<file path="config.mk">
export PLATFORM = sky130hd
export DESIGN_NAME = zone_sequencer
export DESIGN_NICKNAME = d
export VERILOG_FILES = /design/src/rtl/zone_sequencer.sv
export SDC_FILE = /design/constraint.sdc
export NUM_CORES = 1
export LEC_CHECK = 0
export CORE_MARGIN = 4
export CORE_UTILIZATION = 31
export DETAILED_ROUTE_END_ITERATION = 10
export PLACE_DENSITY = 0.49
export SYNTH_ARGS = -nofsm -noshare
export SYNTH_HDL_FRONTEND = slang
export SYNTH_SLANG_ARGS = --single-unit
export TNS_END_PERCENT = 20
</file>
<file path="constraint.sdc">
create_clock -name clk -period 3.2 [get_ports clk]
set_input_delay 0.48 -clock clk [delete_from_list [all_inputs] [get_ports clk]]
set_output_delay 0.48 -clock clk [all_outputs]
set_load 0.05 [all_outputs]
</file>
<file path="src/rtl/zone_sequencer.sv">
`timescale 1ns/1ps
// Irrigation cycle sequencer: walks zones in order, handshakes each valve open,
// waters for a per-zone dwell, then settles. Define ZONE_SEQ_RETRY_EN for one ack retry.
module zone_sequencer #(
   parameter int unsigned NUM_ZONES     = 4,
   parameter int unsigned ZONE_W        = 2,
   parameter int unsigned DWELL_W       = 8,
   parameter int unsigned DEFAULT_DWELL = 30,
   parameter int unsigned ACK_TIMEOUT   = 16,
   parameter int unsigned SETTLE_CYCLES = 4
) (
   input  logic                 clk,
   input  logic                 rst_n,
   input  logic                 tick_1hz,
   input  logic                 start,
   input  logic                 abort,
   input  logic                 rain,
   input  logic [NUM_ZONES-1:0] moisture_dry,
   input  logic [NUM_ZONES-1:0] quota_exceeded,
   input  logic                 dwell_wr,
   input  logic [ZONE_W-1:0]    dwell_zone,
   input  logic [DWELL_W-1:0]   dwell_val,
   output logic                 valve_req,
   input  logic                 valve_ack,
   output logic [ZONE_W-1:0]    zone_sel,
   output logic [NUM_ZONES-1:0] valve_on_zone,
   output logic                 busy,
   output logic                 cycle_done,
   output logic [NUM_ZONES-1:0] skipped_mask
);

   localparam int unsigned ACK_W = $clog2(ACK_TIMEOUT + 1);
   localparam int unsigned SET_W = $clog2(SETTLE_CYCLES + 1);
   localparam logic [ZONE_W-1:0] LAST_ZONE = ZONE_W'(NUM_ZONES - 1);

   typedef enum logic [2:0] {IDLE, SELECT, OPEN, WATER, CLOSE, DONE} state_t;

   state_t               state, state_n;
   logic [ZONE_W-1:0]    idx_n;
   logic [DWELL_W-1:0]   dwell [NUM_ZONES];
   logic [DWELL_W-1:0]   timer, timer_n;
   logic [ACK_W-1:0]     ack_cnt, ack_cnt_n;
   logic [SET_W-1:0]     settle_cnt, settle_cnt_n;
   logic                 req_n;
   logic [NUM_ZONES-1:0] von_n, skipped_n;
   logic [NUM_ZONES-1:0] quota_q, dry_q;
   logic                 eligible, early_stop;
`ifdef ZONE_SEQ_RETRY_EN
   logic                 retried, retried_n;
`endif

   assign eligible   = moisture_dry[zone_sel] & ~quota_exceeded[zone_sel] & (dwell[zone_sel] != '0);
   assign early_stop = (quota_exceeded[zone_sel] & ~quota_q[zone_sel]) |
                       (~moisture_dry[zone_sel] & dry_q[zone_sel]);

   always_comb begin
      state_n      = state;
      idx_n        = zone_sel;
      timer_n      = timer;
      ack_cnt_n    = ack_cnt;
      settle_cnt_n = settle_cnt;
      req_n        = valve_req;
      von_n        = valve_on_zone;
      skipped_n    = skipped_mask;
`ifdef ZONE_SEQ_RETRY_EN
      retried_n    = retried;
`endif
      if (state != IDLE && (abort || rain)) begin
         state_n = IDLE;
         req_n   = 1'b0;
         von_n   = '0;
      end else begin
         case (state)
            IDLE: if (start && !rain) begin
               state_n   = SELECT;
               idx_n     = '0;
               skipped_n = '0;
            end
            SELECT: if (eligible) begin
               state_n   = OPEN;
               req_n     = 1'b1;
               ack_cnt_n = '0;
`ifdef ZONE_SEQ_RETRY_EN
               retried_n = 1'b0;
`endif
            end else begin
               skipped_n[zone_sel] = 1'b1;
               if (zone_sel == LAST_ZONE) state_n = DONE;
               else idx_n = zone_sel + 1'b1;
            end
            OPEN: begin
               // valve_req is low in OPEN only for the single retry gap clk
               if (!valve_req) begin
                  req_n = 1'b1;
               end else if (valve_ack) begin
                  state_n         = WATER;
                  timer_n         = dwell[zone_sel];
                  von_n           = '0;
                  von_n[zone_sel] = 1'b1;
               end else if (ack_cnt == ACK_W'(ACK_TIMEOUT - 1)) begin
`ifdef ZONE_SEQ_RETRY_EN
                  if (!retried) begin
                     req_n     = 1'b0;
                     retried_n = 1'b1;
                     ack_cnt_n = '0;
                  end else begin
                     skipped_n[zone_sel] = 1'b1;
                     state_n             = CLOSE;
                     req_n               = 1'b0;
                     settle_cnt_n        = '0;
                  end
`else
                  skipped_n[zone_sel] = 1'b1;
                  state_n             = CLOSE;
                  req_n               = 1'b0;
                  settle_cnt_n        = '0;
`endif
               end else begin
                  ack_cnt_n = ack_cnt + 1'b1;
               end
            end
            WATER: begin
               if (early_stop || (tick_1hz && timer <= DWELL_W'(1))) begin
                  state_n      = CLOSE;
                  req_n        = 1'b0;
                  von_n        = '0;
                  settle_cnt_n = '0;
               end else if (tick_1hz) begin
                  timer_n = timer - 1'b1;
               end
            end
            CLOSE: begin
               if (settle_cnt == SET_W'(SETTLE_CYCLES - 1)) begin
                  if (zone_sel == LAST_ZONE) begin
                     state_n = DONE;
                  end else begin
                     state_n = SELECT;
                     idx_n   = zone_sel + 1'b1;
                  end
               end else begin
                  settle_cnt_n = settle_cnt + 1'b1;
               end
            end
            DONE:    state_n = IDLE;
            default: state_n = IDLE;
         endcase
      end
   end

   always_ff @(posedge clk) begin
      if (!rst_n) begin
         state         <= IDLE;
         zone_sel      <= '0;
         timer         <= '0;
         ack_cnt       <= '0;
         settle_cnt    <= '0;
         valve_req     <= 1'b0;
         valve_on_zone <= '0;
         skipped_mask  <= '0;
         busy          <= 1'b0;
         cycle_done    <= 1'b0;
`ifdef ZONE_SEQ_RETRY_EN
         retried       <= 1'b0;
`endif
      end else begin
         state         <= state_n;
         zone_sel      <= idx_n;
         timer         <= timer_n;
         ack_cnt       <= ack_cnt_n;
         settle_cnt    <= settle_cnt_n;
         valve_req     <= req_n;
         valve_on_zone <= von_n;
         skipped_mask  <= skipped_n;
         busy          <= (state_n != IDLE);
         cycle_done    <= (state_n == DONE);
`ifdef ZONE_SEQ_RETRY_EN
         retried       <= retried_n;
`endif
      end
   end

   always_ff @(posedge clk) begin
      if (!rst_n) begin
         for (int unsigned i = 0; i < NUM_ZONES; i++) dwell[i] <= DWELL_W'(DEFAULT_DWELL);
         quota_q <= '0;
         dry_q   <= '0;
      end else begin
         if (dwell_wr && (32'(dwell_zone) < NUM_ZONES)) dwell[dwell_zone] <= dwell_val;
         quota_q <= quota_exceeded;
         dry_q   <= moisture_dry;
      end
   end

endmodule
</file>
# [Word level (Yosys, flattened, before mapping)]
# Memories as Yosys holds them, arrays and structs flattened. A register that Yosys moved wholly into a read port is not among the register bits.
# Cells that the tools add are included.
[totals] regBits=40 ram_bits=32 in_bits=26 out_inout_bits=13 wordCells=145 memories=1
[mem_list] name="dwell" depth=4 word_bits=8 read_ports=1 rd_ports_with_merged_regs=1 wr=4 line_no="40" rtl="logic [DWELL_W-1:0] dwell [NUM_ZONES];"
[op_classes] n_addsub=4 n_lt_le_gt_ge=3 n_eq_ne=21 muxes=67 bitwise=11 n_reduce_logical=26
[op_table] op="3-bit two-way mux" count=15
[op_table] op="8-bit two-way mux" count=5
[op_table] op="4-bit two-way mux" count=8
[op_table] op="2-bit != test (second input constant)" count=13
[op_table] op="5-bit two-way mux" count=4
[op_table] op="3-bit nonzero test" count=6
[op_table] op="8-bit case mux with 2 select lines" count=1
[op_table] op="1-bit two-way mux" count=15
[op_table] op="3-bit case mux with 5 select lines" count=1
[op_table] op="2-bit two-way mux" count=7
[op_table] op="7-bit AND reduction" count=2
[op_table] op="4-bit case mux with 3 select lines" count=1
[op_table] op="6-bit AND reduction" count=2
[op_table] op="5-bit case mux with 2 select lines" count=1
[op_table] op="3-bit by 2-bit == test with 1-bit output (second input constant)" count=3
[op_table] op="3-bit case mux with 3 select lines" count=1
[op_table] op="1-bit binary-select mux with 2-bit select" count=4
[op_table] op="8-bit by 1-bit <= comparator with 1-bit output (second input constant)" count=1
[op_table] op="4-bit case mux with 2 select lines" count=1
[op_table] op="8-bit nonzero test" count=1
[op_table] op="8-bit OR reduction" count=1
[op_table] op="8-bit by 1-bit subtractor with 8-bit output (second input constant)" count=1
[op_table] op="3-bit == test (second input constant)" count=2
[op_table] op="2-bit case mux with 3 select lines" count=1
[op_table] op="other kinds (23)" count=35

# [Logic depth before layout (Yosys ltp)]
# Gate-level depths: netlist of the first run.
[depth] depth_word=10 depth_mapped=8

# [Worst setup path after synthesis of the first run]
# Ideal clock, no wire load.
[synth_timing] path_kind="register to register" from="register zone_sel[0]" to="register timer[7]" arrival_ns=2.537 required_time_ns=3.084 path_slack_ns=0.548 stages_incl_launch_ff=7 n_path_buf=1 path_cell_list="dfxtp_1 > buf_2 > mux4_2 > nor2b_1 > o41a_1 > o311a_1 > a31o_1"
[synth_via] elab_chain_cells=8 word_cells_on_any_way=16
[synth_rtl] item="start: declaration" line_no="25" rtl="output logic [ZONE_W-1:0] zone_sel,"
[synth_rtl] item="start signal: assignment" line_no="167" rtl="zone_sel <= idx_n;"
[synth_rtl] item="1-bit binary-select mux with 2-bit select, on equally long branches" line_no="53, 54"
[synth_rtl] item="1-bit two-way mux, on equally long branches" line_no="53, 54"
[synth_rtl] item="1-bit NOT, on equally long branches" line_no="53, 54"
[synth_rtl] item="1-bit bitwise AND, on equally long branches" line_no="53, 54"
[synth_rtl] item="1-bit OR (*)" line_no="53" rtl="assign early_stop = (quota_exceeded[zone_sel] & ~quota_q[zone_sel]) |"
[synth_rtl] item="1-bit logical OR (*)" line_no="123" rtl="if (early_stop || (tick_1hz && timer <= DWELL_W'(1))) begin"
[synth_rtl] item="2-bit != test (no line) (*)"
[synth_rtl] item="6-bit AND reduction (no line) (*)"
[synth_rtl] item="end signal: assignment" line_no="168" rtl="timer <= timer_n;"
[synth_rtl] item="end: declaration" line_no="41" rtl="logic [DWELL_W-1:0] timer, timer_n;"
# Every way passes the cells marked *; elsewhere a longest branch is shown, timed or not. The select of a mux whose other input is x is not followed.
# A chain may end at the register's enable or synchronous reset.

==> results.md, run 1 <==
- Clock Latency Late Sink: 0.34 ns
- Largest family of logic cells by synthesized area: simple AND/OR/NAND/NOR gates
- Vias per cell: 5.25
- Largest cells by area after synthesis: edfxtp_1, dfxtp_1, mux4_2
- Hold_buf cts: 0
- Number of post-CTS setup repair buffers: 0
- Pwr/cell area: slightly below 500 mW/mm^2
- FFs w/ async S/R, synth: 0
- Die H: around 120 um
- Post-synth top area cell: edfxtp_1
- Most frequent cells in the layout: dfxtp_1, clkdlybuf4s50_1, edfxtp_1
- Final design utilization: 0.398
- XOR/XNOR share of the synthesized area: 0.00236
- Drt wl/cell: between 15 and 20 um
- Number of synthesized flops with an enable pin: 32
- # diodes: 0
- Fraction of layout cells with a size suffix above 1: 0.140
- Slew headroom: 0.568
- Cells after synthesis: approximately 350
- Final nets: 434
- Maximum VDD drop: around 270 uV
- Area Growth Syn to Fin: 24.0%
- IO Count: 39
- H-tree depth: 3
- WP data required: 3.45 ns
- Num CTS Buffers: 9
- Via count: ~2,900
- Core Area: 0.0116 mm^2
- Final HPWL DP: roughly 6.7 mm
- Initial antenna violation count: 0
- Register area share after synthesis: 0.486
- Die area: ~0.014 mm^2
- Vias in the first global route: slightly below 3,000
- Synth warn: 0
- Synth unique cells: 58
- R2r worst-path depth: 5
- Final Max Tran Viols: 0
- Routability cong.: 0.826
- Port buffer count: 38
- Min-delay src: settle_cnt[2]$_SDFFE_PN0P_
- Drt pass-1 iters: 5
- Worst Path Class, Setup: register to register
- Minimum clock period: about 2.7 ns
- Placed Area: 0.00430 mm^2
- Synthesized net count: about 390
- Leakage power: 1.59 nW
- Cells after DPL: ~530
- Worst-Margin Slew: ~0.65 ns
- Die Span X: around 120 um
- Compound-Gate Fraction of Synth Area: 0.129
- Worst hold path depth: 2
- CP Capture Type: register
- Initial DRC Count: between 150 and 200
- Clock tree from TritonCTS: yes
- Non-filler cells, final: 550
- Status: finished clean
- Mux cell area share after synthesis: 0.0884
- Reg clk slew, reported paths: ~0.06 ns
- Setup TNS Final: 0 ns
- # clock sinks: 74
- # setup viols final: 0
- Largest net degree at the start of global routing: 32
- Hold Fails Final Rpt: 0
- Most common cell after layout, fill and taps aside: dfxtp_1
- Synth top area share: 0.259
- Row count: 39
- Clock root buffer master: clkbuf_16
- Startpoint types: register
- Syn avg cell area: about 10 um^2
- Simple logic cell fraction of the synthesized area: 0.247
- First-pass GRT wire length: 15.2 mm
- Fillers: between 1,000 and 1,500
- Max_cap viols: 0
- Gr usage total: 0.136
- Cts repair resizes: 0
- # DRC: 0
- Hold crit path type: register to register
- Cell area after layout: ~0.0046 mm^2
- Global route overflow: 0
- RSZ-0062 raised after global routing: no
- Final ANT Viol Nets: 0
- Dominant synthesized flop cell: dfxtp_1
- Fmax: ~380 MHz
- Synthesized flop and latch total: 74
- Maximum clock path buffer count: 2
- Crit path DAT: slightly below 3 ns
- Initial core utilization: 0.321
- Crit path max fanout: 8
- WL final: approximately 9 mm
- Worst Skew: ~0.0076 ns
- Post-synthesis cell area: between 0.003 and 0.004 mm^2
- Final period util: 0.830
- Adder-cell share of the synthesized area: 0.0202
[cell usage after synthesis, types with 2 or more instances]
cell / instances
dfxtp_1: 42
edfxtp_1: 32
nand2_1: 26
and2_1: 22
nor2_1: 21
nand2b_1: 19
a21oi_1: 18
o21ai_0: 15
nor3_1: 14
clkbuf_1: 12
nand3_1: 12
inv_1: 10
mux4_2: 10
nor4_1: 8
a31oi_1: 7
ha_1: 6
or2_2: 6
and3_1: 5
mux2i_1: 5
nor2b_1: 5
o21a_1: 5
nand3b_1: 4
nor3b_1: 3
o211ai_1: 3
or3b_2: 3
a22oi_1: 2
mux4_1: 2
nand4_1: 2
nor4_2: 2
o21ai_1: 2
o31ai_1: 2
or3_1: 2
or4_1: 2
[kinds of logic (layout without fill, tap and decap cells)]
kind of cell / count (synthesis) / in the layout
flip-flops: 74 / 74
adder cells (fa/ha/maj): 6 / 6
AO/OA/AOI/OAI: 71 / 71
multiplexers: 17 / 17
buffers and inverters: 24 / 77
AND/OR/NAND/NOR: 161 / 161
XOR/XNOR: 1 / 1
[final timing paths]
kind | endpoint | slack, ns
worst max-delay path | register | 0.54
worst min-delay path | settle_cnt[2]$_SDFFE_PN0P_ | 0.47
worst max register to register | register | 0.54
worst min register to register | settle_cnt[2]$_SDFFE_PN0P_ | 0.47
[flip-flops by register name, indices dropped and copies added (netlist names), named ones only]
register       count
state              3
valve_on_zone      4
dry_q              4
dwell             32
settle_cnt         3
quota_q            4
valve_req          1
timer              8
ack_cnt            5
busy               1
cycle_done         1
skipped_mask       4
zone_sel           2
[report_power, final]
part | switching, mW | internal [mW] | leakage (nW)
logic | 0.116 | 0.0955 | 0.790
clock network | 0.401 | 0.606 | 0.139
registers | 0.0211 | 1.03 | 0.655
total | 0.538 | 1.73 | 1.59
[layout make-up]
type	instances	area, um^2	area share
clock buffer	10	229	0.0498
inverter	10	37.5	0.00816
clock inverter	6	65.1	0.0141
tap	143	179	0.0389
timing repair buffer	51	478	0.104
multi-input combinational	256	1810	0.393
sequential	74	1800	0.392
[critical path, stage by stage (launching register included)]
cell and delay (ns):
dfxtp_1 0.61, mux4_2 0.59, nor4_2 0.42, a2111oi_2 0.18, or4b_4 0.57, mux2i_1 0.20
[metrics by stage]
stage	hold slack (ns)	worst slack (ns)	power [mW]
global route	0.498	0.311	2.36
finish	0.470	0.543	2.27
floorplan	0.435	0.548	1.19
detailed placement	0.463	0.383	1.28
CTS	0.471	0.477	2.29
global placement	0.447	0.425	1.28
[metal layers]
| layer | GRT usage | share of wire | up-vias |
|---|---|---|---|
| met5 | 0 | 0 | - |
| met4 | 0.0513 | 0.019 | 0 |
| met3 | 0.0342 | 0.039 | 17 |
| met2 | 0.207 | 0.46 | 71 |
| met1 | 0.187 | 0.48 | 1382 |
| li1 | - | - | 1416 |
(Power assumes the default switching activity.)
==> run 2: changes to the inputs <==
Clock period 3.2 ns to 2.75 ns, I/O delays scaled along.
==> run 2 against run 1 <==
- critical path depth grew 1
- hold slack lost 0.0099 ns
- highest routed layer unchanged
- global-route usage shrank 0.30 points
- fmax grew 7.1%
- cell area grew 1.6%
- critical path type unchanged
- largest cell class unchanged
==> results.md, run 2 (synthesized netlist as in run 1, its figures left out) <==
- Max reg flops: 32 (unchanged)
- Fmax: 403 MHz (+7.1%)
- Max_cap viols: 0 (unchanged)
- Final HPWL DP: 6.72 mm (+0.92%)
- Vias in the first global route: 2,740 (-7.2%)
- Via count: 2,836 (-1.7%)
- Largest net degree at the start of global routing: 19 (-41%)
- Number of post-CTS setup repair buffers: 0 (unchanged)
- Hold crit path type: register to register
- Die H: 117 um (unchanged)
- Crit path DAT: 2.67 ns (-0.24 ns)
- Fillers: 1,109 (-2.3%)
- Final Max Tran Viols: 0 (unchanged)
- WP data required: 2.94 ns (-0.51 ns)
- Comb power frac: 0.095 (+0.002)
- Final ANT Viol Nets: 0 (unchanged)
- H-tree depth: 3 (unchanged)
- Status: finished clean
- IO Count: 39 (unchanged)
- Final nets: 441 (+1.6%)
- P_int: 2.10 mW (+21%)
- # clock sinks: 74 (unchanged)
- Worst Path Class, Setup: register to register
- Most common cell after layout, fill and taps aside: dfxtp_1
- Slew headroom: 0.537 (-0.0301)
- Hold slack: 0.460 ns (-0.00995 ns)
- Setup TNS Final: 0 ns (unchanged)
- Seq pwr share: 0.455 (-0.008)
- Routability cong.: 0.800 (-3.1%)
- Startpoint types: register
- P_sw: 0.583 mW (+8.3%)
- Worst Skew: 0.00566 ns (-0.00195 ns)
- Gr usage total: 0.133 (-0.00303)
- Vias per cell: 5.10 (-2.8%)
- Core Area: 0.0116 mm^2 (unchanged)
- Switching share of power: 0.218 (-0.0197)
- Cell area after layout: 0.00467 mm^2 (+1.6%)
- Most flops, register: dwell
- Minimum clock period: 2.48 ns (-0.177 ns)
- Placed Area: 0.00437 mm^2 (+1.5%)
- Port buffer count: 38 (unchanged)
- Drt wl/cell: 16.2 um (-2.0%)
- Die area: 0.0138 mm^2 (unchanged)
- Initial DRC Count: 157 (+4.0%)
- Maximum clock path buffer count: 2 (unchanged)
- Leakage power: 1.63 nW (+2.7%)
- Dpl ws: 0.0603 ns (-0.323 ns)
- Crit path max fanout: 7 (-1)
- Global route overflow: 0 (unchanged)
- WL final: 8.99 mm (-0.89%)
- Maximum VDD drop: 325 uV (+19%)
- Final worst slack: 0.270 ns (-0.273 ns)
- Most frequent cells in the layout: dfxtp_1, clkdlybuf4s50_1, edfxtp_1
- Worst-Margin Slew: 0.691 ns (+0.0449 ns)
- # setup viols final: 0 (unchanged)
- RSZ-0062 raised after global routing: no
- Reg clk slew, reported paths: 0.05 ns (about the same)
- Largest registers: dwell x32, timer x8, ack_cnt x5
- CP Capture Type: register
- First-pass GRT wire length: 14.7 mm (-3.4%)
- Area Growth Syn to Fin: 25.9%
- Initial core utilization: 0.321 (unchanged)
- Non-filler cells, final: 556 (+1.1%)
- Row count: 39 (unchanged)
- Flop2flop setup slack: 0.27 ns (-0.27 ns)
- Clock tree from TritonCTS: yes
- Pwr/cell area: 574 mW/mm^2 (+16%)
- Num CTS Buffers: 9 (unchanged)
- Cts repair resizes: 0 (unchanged)
- Die Span X: 117 um (unchanged)
- Fraction of layout cells with a size suffix above 1: 0.145 (+0.00523)
- # diodes: 0 (unchanged)
- Hold Fails Final Rpt: 0 (unchanged)
- Final period util: 0.902 (+0.0716)
- Clock share of power: 0.450 (+0.006)
- Cells after DPL: 541 (+1.3%)
- Clock root buffer master: clkbuf_16
- Initial antenna violation count: 0 (unchanged)
- Drt pass-1 iters: 4 (-1)
- Hold_buf cts: 0 (unchanged)
- # DRC: 0 (unchanged)
- Clock Latency Late Sink: 0.33 ns (about the same)
[run 2: critical path, cell delays in order, from the launching register on]
cell	delay [ns]
dfxtp_1	0.54
mux4_2	0.61
nor2b_1	0.22
o41a_1	0.44
buf_4	0.17
nor2_1	0.24
a221oi_1	0.12
[run 2: final timing paths]
path,startpoint,end,depth (start not counted)
worst max register to register,zone_sel[0]$_SDFFE_PN0P_,timer[0]$_SDFFE_PN0P_,6
worst min register to register,settle_cnt[2]$_SDFFE_PN0P_,settle_cnt[2]$_SDFFE_PN0P_,2
worst min-delay path,settle_cnt[2]$_SDFFE_PN0P_,settle_cnt[2]$_SDFFE_PN0P_,2
worst max-delay path,zone_sel[0]$_SDFFE_PN0P_,timer[0]$_SDFFE_PN0P_,6
[run 2: area by class of cell]
type | count | area [um^2] | share of cell area
Clock buffer | 11 | 233 | 0.0498
Clock inverter | 4 | 67.6 | 0.0145
Inverter | 10 | 37.5 | 0.00804
Multi-Input combinational cell | 256 | 1810 | 0.387
Sequential cell | 74 | 1800 | 0.386
Tap cell | 143 | 179 | 0.0383
Timing Repair Buffer | 58 | 543 | 0.116
[run 2: routing by layer]
metal / vias to the layer above / track usage / wire length, um
met1: 1336 / 0.192 / 4540
met3: 17 / 0.0269 / 289
met5: - / 0 / 0
li1: 1431 / - / -
met4: 0 / 0.0579 / 188
met2: 52 / 0.193 / 3970
[run 2: per-stage QoR]
step / util / power [mW]
2_1_floorplan: - / 1.38
3_3_place_gp: 0.378 / 1.50
3_5_place_dp: 0.378 / 1.50
4_1_cts: 0.404 / 2.70
5_1_grt: 0.404 / 2.78
6_report: 0.404 / 2.68
[run 2: power groups by stage]
stage                     logic [mW]  clock network (mW)  registers, mW
after floorplan                0.138                   0           1.24
after global placement         0.254                   0           1.25
after detailed placement       0.256                   0           1.24
after CTS                      0.257                1.23           1.22
after global routing           0.278                1.28           1.23
final                          0.255                1.21           1.22
==> run 3: changes to the inputs <==
Settings changed: GPL_TIMING_DRIVEN set to 0.
==> run 3 against run 2 <==
- clock-buffer cell count stayed put
- sequential power hardly changed
- fmax fell by 6.8%
- critical path type unchanged
- largest power group unchanged
==> results.md, run 3 (synthesized netlist as in run 1, its figures left out) <==
- Status: finished clean
- Startpoint types: register
- Final period util: 0.967 (+0.0654)
- Reg clk slew, reported paths: 0.06 ns (about the same)
- Final Max Tran Viols: 0 (unchanged)
- Die Span X: 117 um (unchanged)
- Num CTS Buffers: 9 (unchanged)
- Max reg flops: 32 (unchanged)
- Area Growth Syn to Fin: 23.3%
- Pwr/cell area: 560 mW/mm^2 (-2.4%)
- Placed Area: 0.00427 mm^2 (-2.3%)
- Port buffer count: 38 (unchanged)
- Worst Path Class, Setup: register to register
- Gr usage total: 0.143 (+0.00975)
- Number of post-CTS setup repair buffers: 0 (unchanged)
- # setup viols final: 0 (unchanged)
- Clock tree from TritonCTS: yes
- Final HPWL DP: 6.83 mm (+1.7%)
- # DRC: 0 (unchanged)
- # clock sinks: 74 (unchanged)
- Most flops, register: dwell
- Maximum clock path buffer count: 2 (unchanged)
- Hold Fails Final Rpt: 0 (unchanged)
- Initial DRC Count: 169 (+7.6%)
- Final ANT Viol Nets: 0 (unchanged)
- IO Count: 39 (unchanged)
- Leakage power: 1.54 nW (-5.4%)
- Flop2flop setup slack: 0.09 ns (-0.18 ns)
- Slew headroom: 0.232 (-0.306)
- Clock root buffer master: clkbuf_16
- Crit path DAT: 2.90 ns (+0.23 ns)
- Die H: 117 um (unchanged)
- Die area: 0.0138 mm^2 (unchanged)
- Maximum VDD drop: 322 uV (-0.95%)
- Fmax: 376 MHz (-6.8%)
- WP data required: 2.99 ns (+0.05 ns)
- Fillers: 1,171 (+5.6%)
- Drt pass-1 iters: 4 (unchanged)
- Routability cong.: 0.861 (+7.6%)
- Row count: 39 (unchanged)
- Worst-Margin Slew: 1.14 ns (+0.453 ns)
- Cell area after layout: 0.00457 mm^2 (-2.1%)
- Vias per cell: 5.29 (+3.8%)
- Minimum clock period: 2.66 ns (+0.180 ns)
- Setup TNS Final: 0 ns (unchanged)
- Most frequent cells in the layout: dfxtp_1, clkdlybuf4s50_1, edfxtp_1
- Largest registers: dwell x32, timer x8, ack_cnt x5
- Global route overflow: 0 (unchanged)
- Via count: 2,917 (+2.9%)
- Worst Skew: 0.00600 ns (+0.000340 ns)
- Max_cap viols: 0 (unchanged)
- WL final: 9.42 mm (+4.8%)
- CP Capture Type: register
- H-tree depth: 3 (unchanged)
- Final nets: 435 (-1.4%)
- Initial core utilization: 0.321 (unchanged)
- # diodes: 0 (unchanged)
- Most common cell after layout, fill and taps aside: dfxtp_1
- Fraction of layout cells with a size suffix above 1: 0.125 (-0.0203)
- RSZ-0062 raised after global routing: yes
- Largest net degree at the start of global routing: 14 (-5)
- Hold crit path type: register to register
- Initial antenna violation count: 0 (unchanged)
- Core Area: 0.0116 mm^2 (unchanged)
- First-pass GRT wire length: 15.7 mm (+6.8%)
- Drt wl/cell: 17.1 um (+5.7%)
- Clock Latency Late Sink: 0.34 ns (about the same)
- Vias in the first global route: 2,971 (+8.4%)
- Crit path max fanout: 10 (+3)
==> run 3: cell type report <==
type	count	area [um^2]	share of cell area
Inverter	10	37.5	0.00821
Clock inverter	5	41.3	0.00903
Sequential cell	74	1800	0.394
Buffer	14	62.6	0.0137
Multi-Input combinational cell	256	1840	0.402
Timing Repair Buffer	38	380	0.0832
Clock buffer	11	233	0.0509
Tap cell	143	179	0.0391
==> run 3: metal layers <==
layer	global-route usage	routed length (um)	vias up
li1	-	-	1423
met3	0.0452	423	12
met4	0.0447	120	0
met5	0	0	-
met1	0.188	4530	1417
met2	0.224	4350	65
==> run 3: worst paths after layout <==
path | startpoint | endpoint | cells after the start
worst max register to register | zone_sel[1]$_SDFFE_PN0P_ | timer[0]$_SDFFE_PN0P_ | 6
worst min-delay path | settle_cnt[2]$_SDFFE_PN0P_ | settle_cnt[2]$_SDFFE_PN0P_ | 2
worst min register to register | settle_cnt[2]$_SDFFE_PN0P_ | settle_cnt[2]$_SDFFE_PN0P_ | 2
worst max-delay path | zone_sel[1]$_SDFFE_PN0P_ | timer[0]$_SDFFE_PN0P_ | 6
==> run 3: repair_timing <==
item / 4_1_cts / 5_1_grt
hold buffers: 0 / 0
hold endpoints to repair: 0 / 0
setup endpoints to repair: 17 / 13
gates resized for setup: 3 / 2
==> run 3: per-stage QoR <==
stage                util  power (mW)  hold slack [ns]  worst slack (ns)  cells
floorplan               -        1.38            0.435            0.0977    354
global placement    0.369        1.49            0.446            -0.519    535
detailed placement  0.369        1.49            0.454            -0.509    535
CTS                 0.394        2.59            0.466            0.0352    551
global route        0.395        2.67            0.488           -0.0781    551
finish              0.395        2.56            0.465            0.0899    551
==> run 3: report_power, final <==
part           switching (mW)  internal (mW)
registers              0.0152           1.20
logic                   0.147          0.108
clock network           0.480          0.616
==> run 3: critical path, cell delays in order, from the launching register on <==
cell and delay, ns:
dfxtp_1 0.38, clkbuf_1 0.41, mux4_2 0.44, nor2b_1 0.24
o41ai_2 0.58, o211ai_1 0.17, a221oi_1 0.34
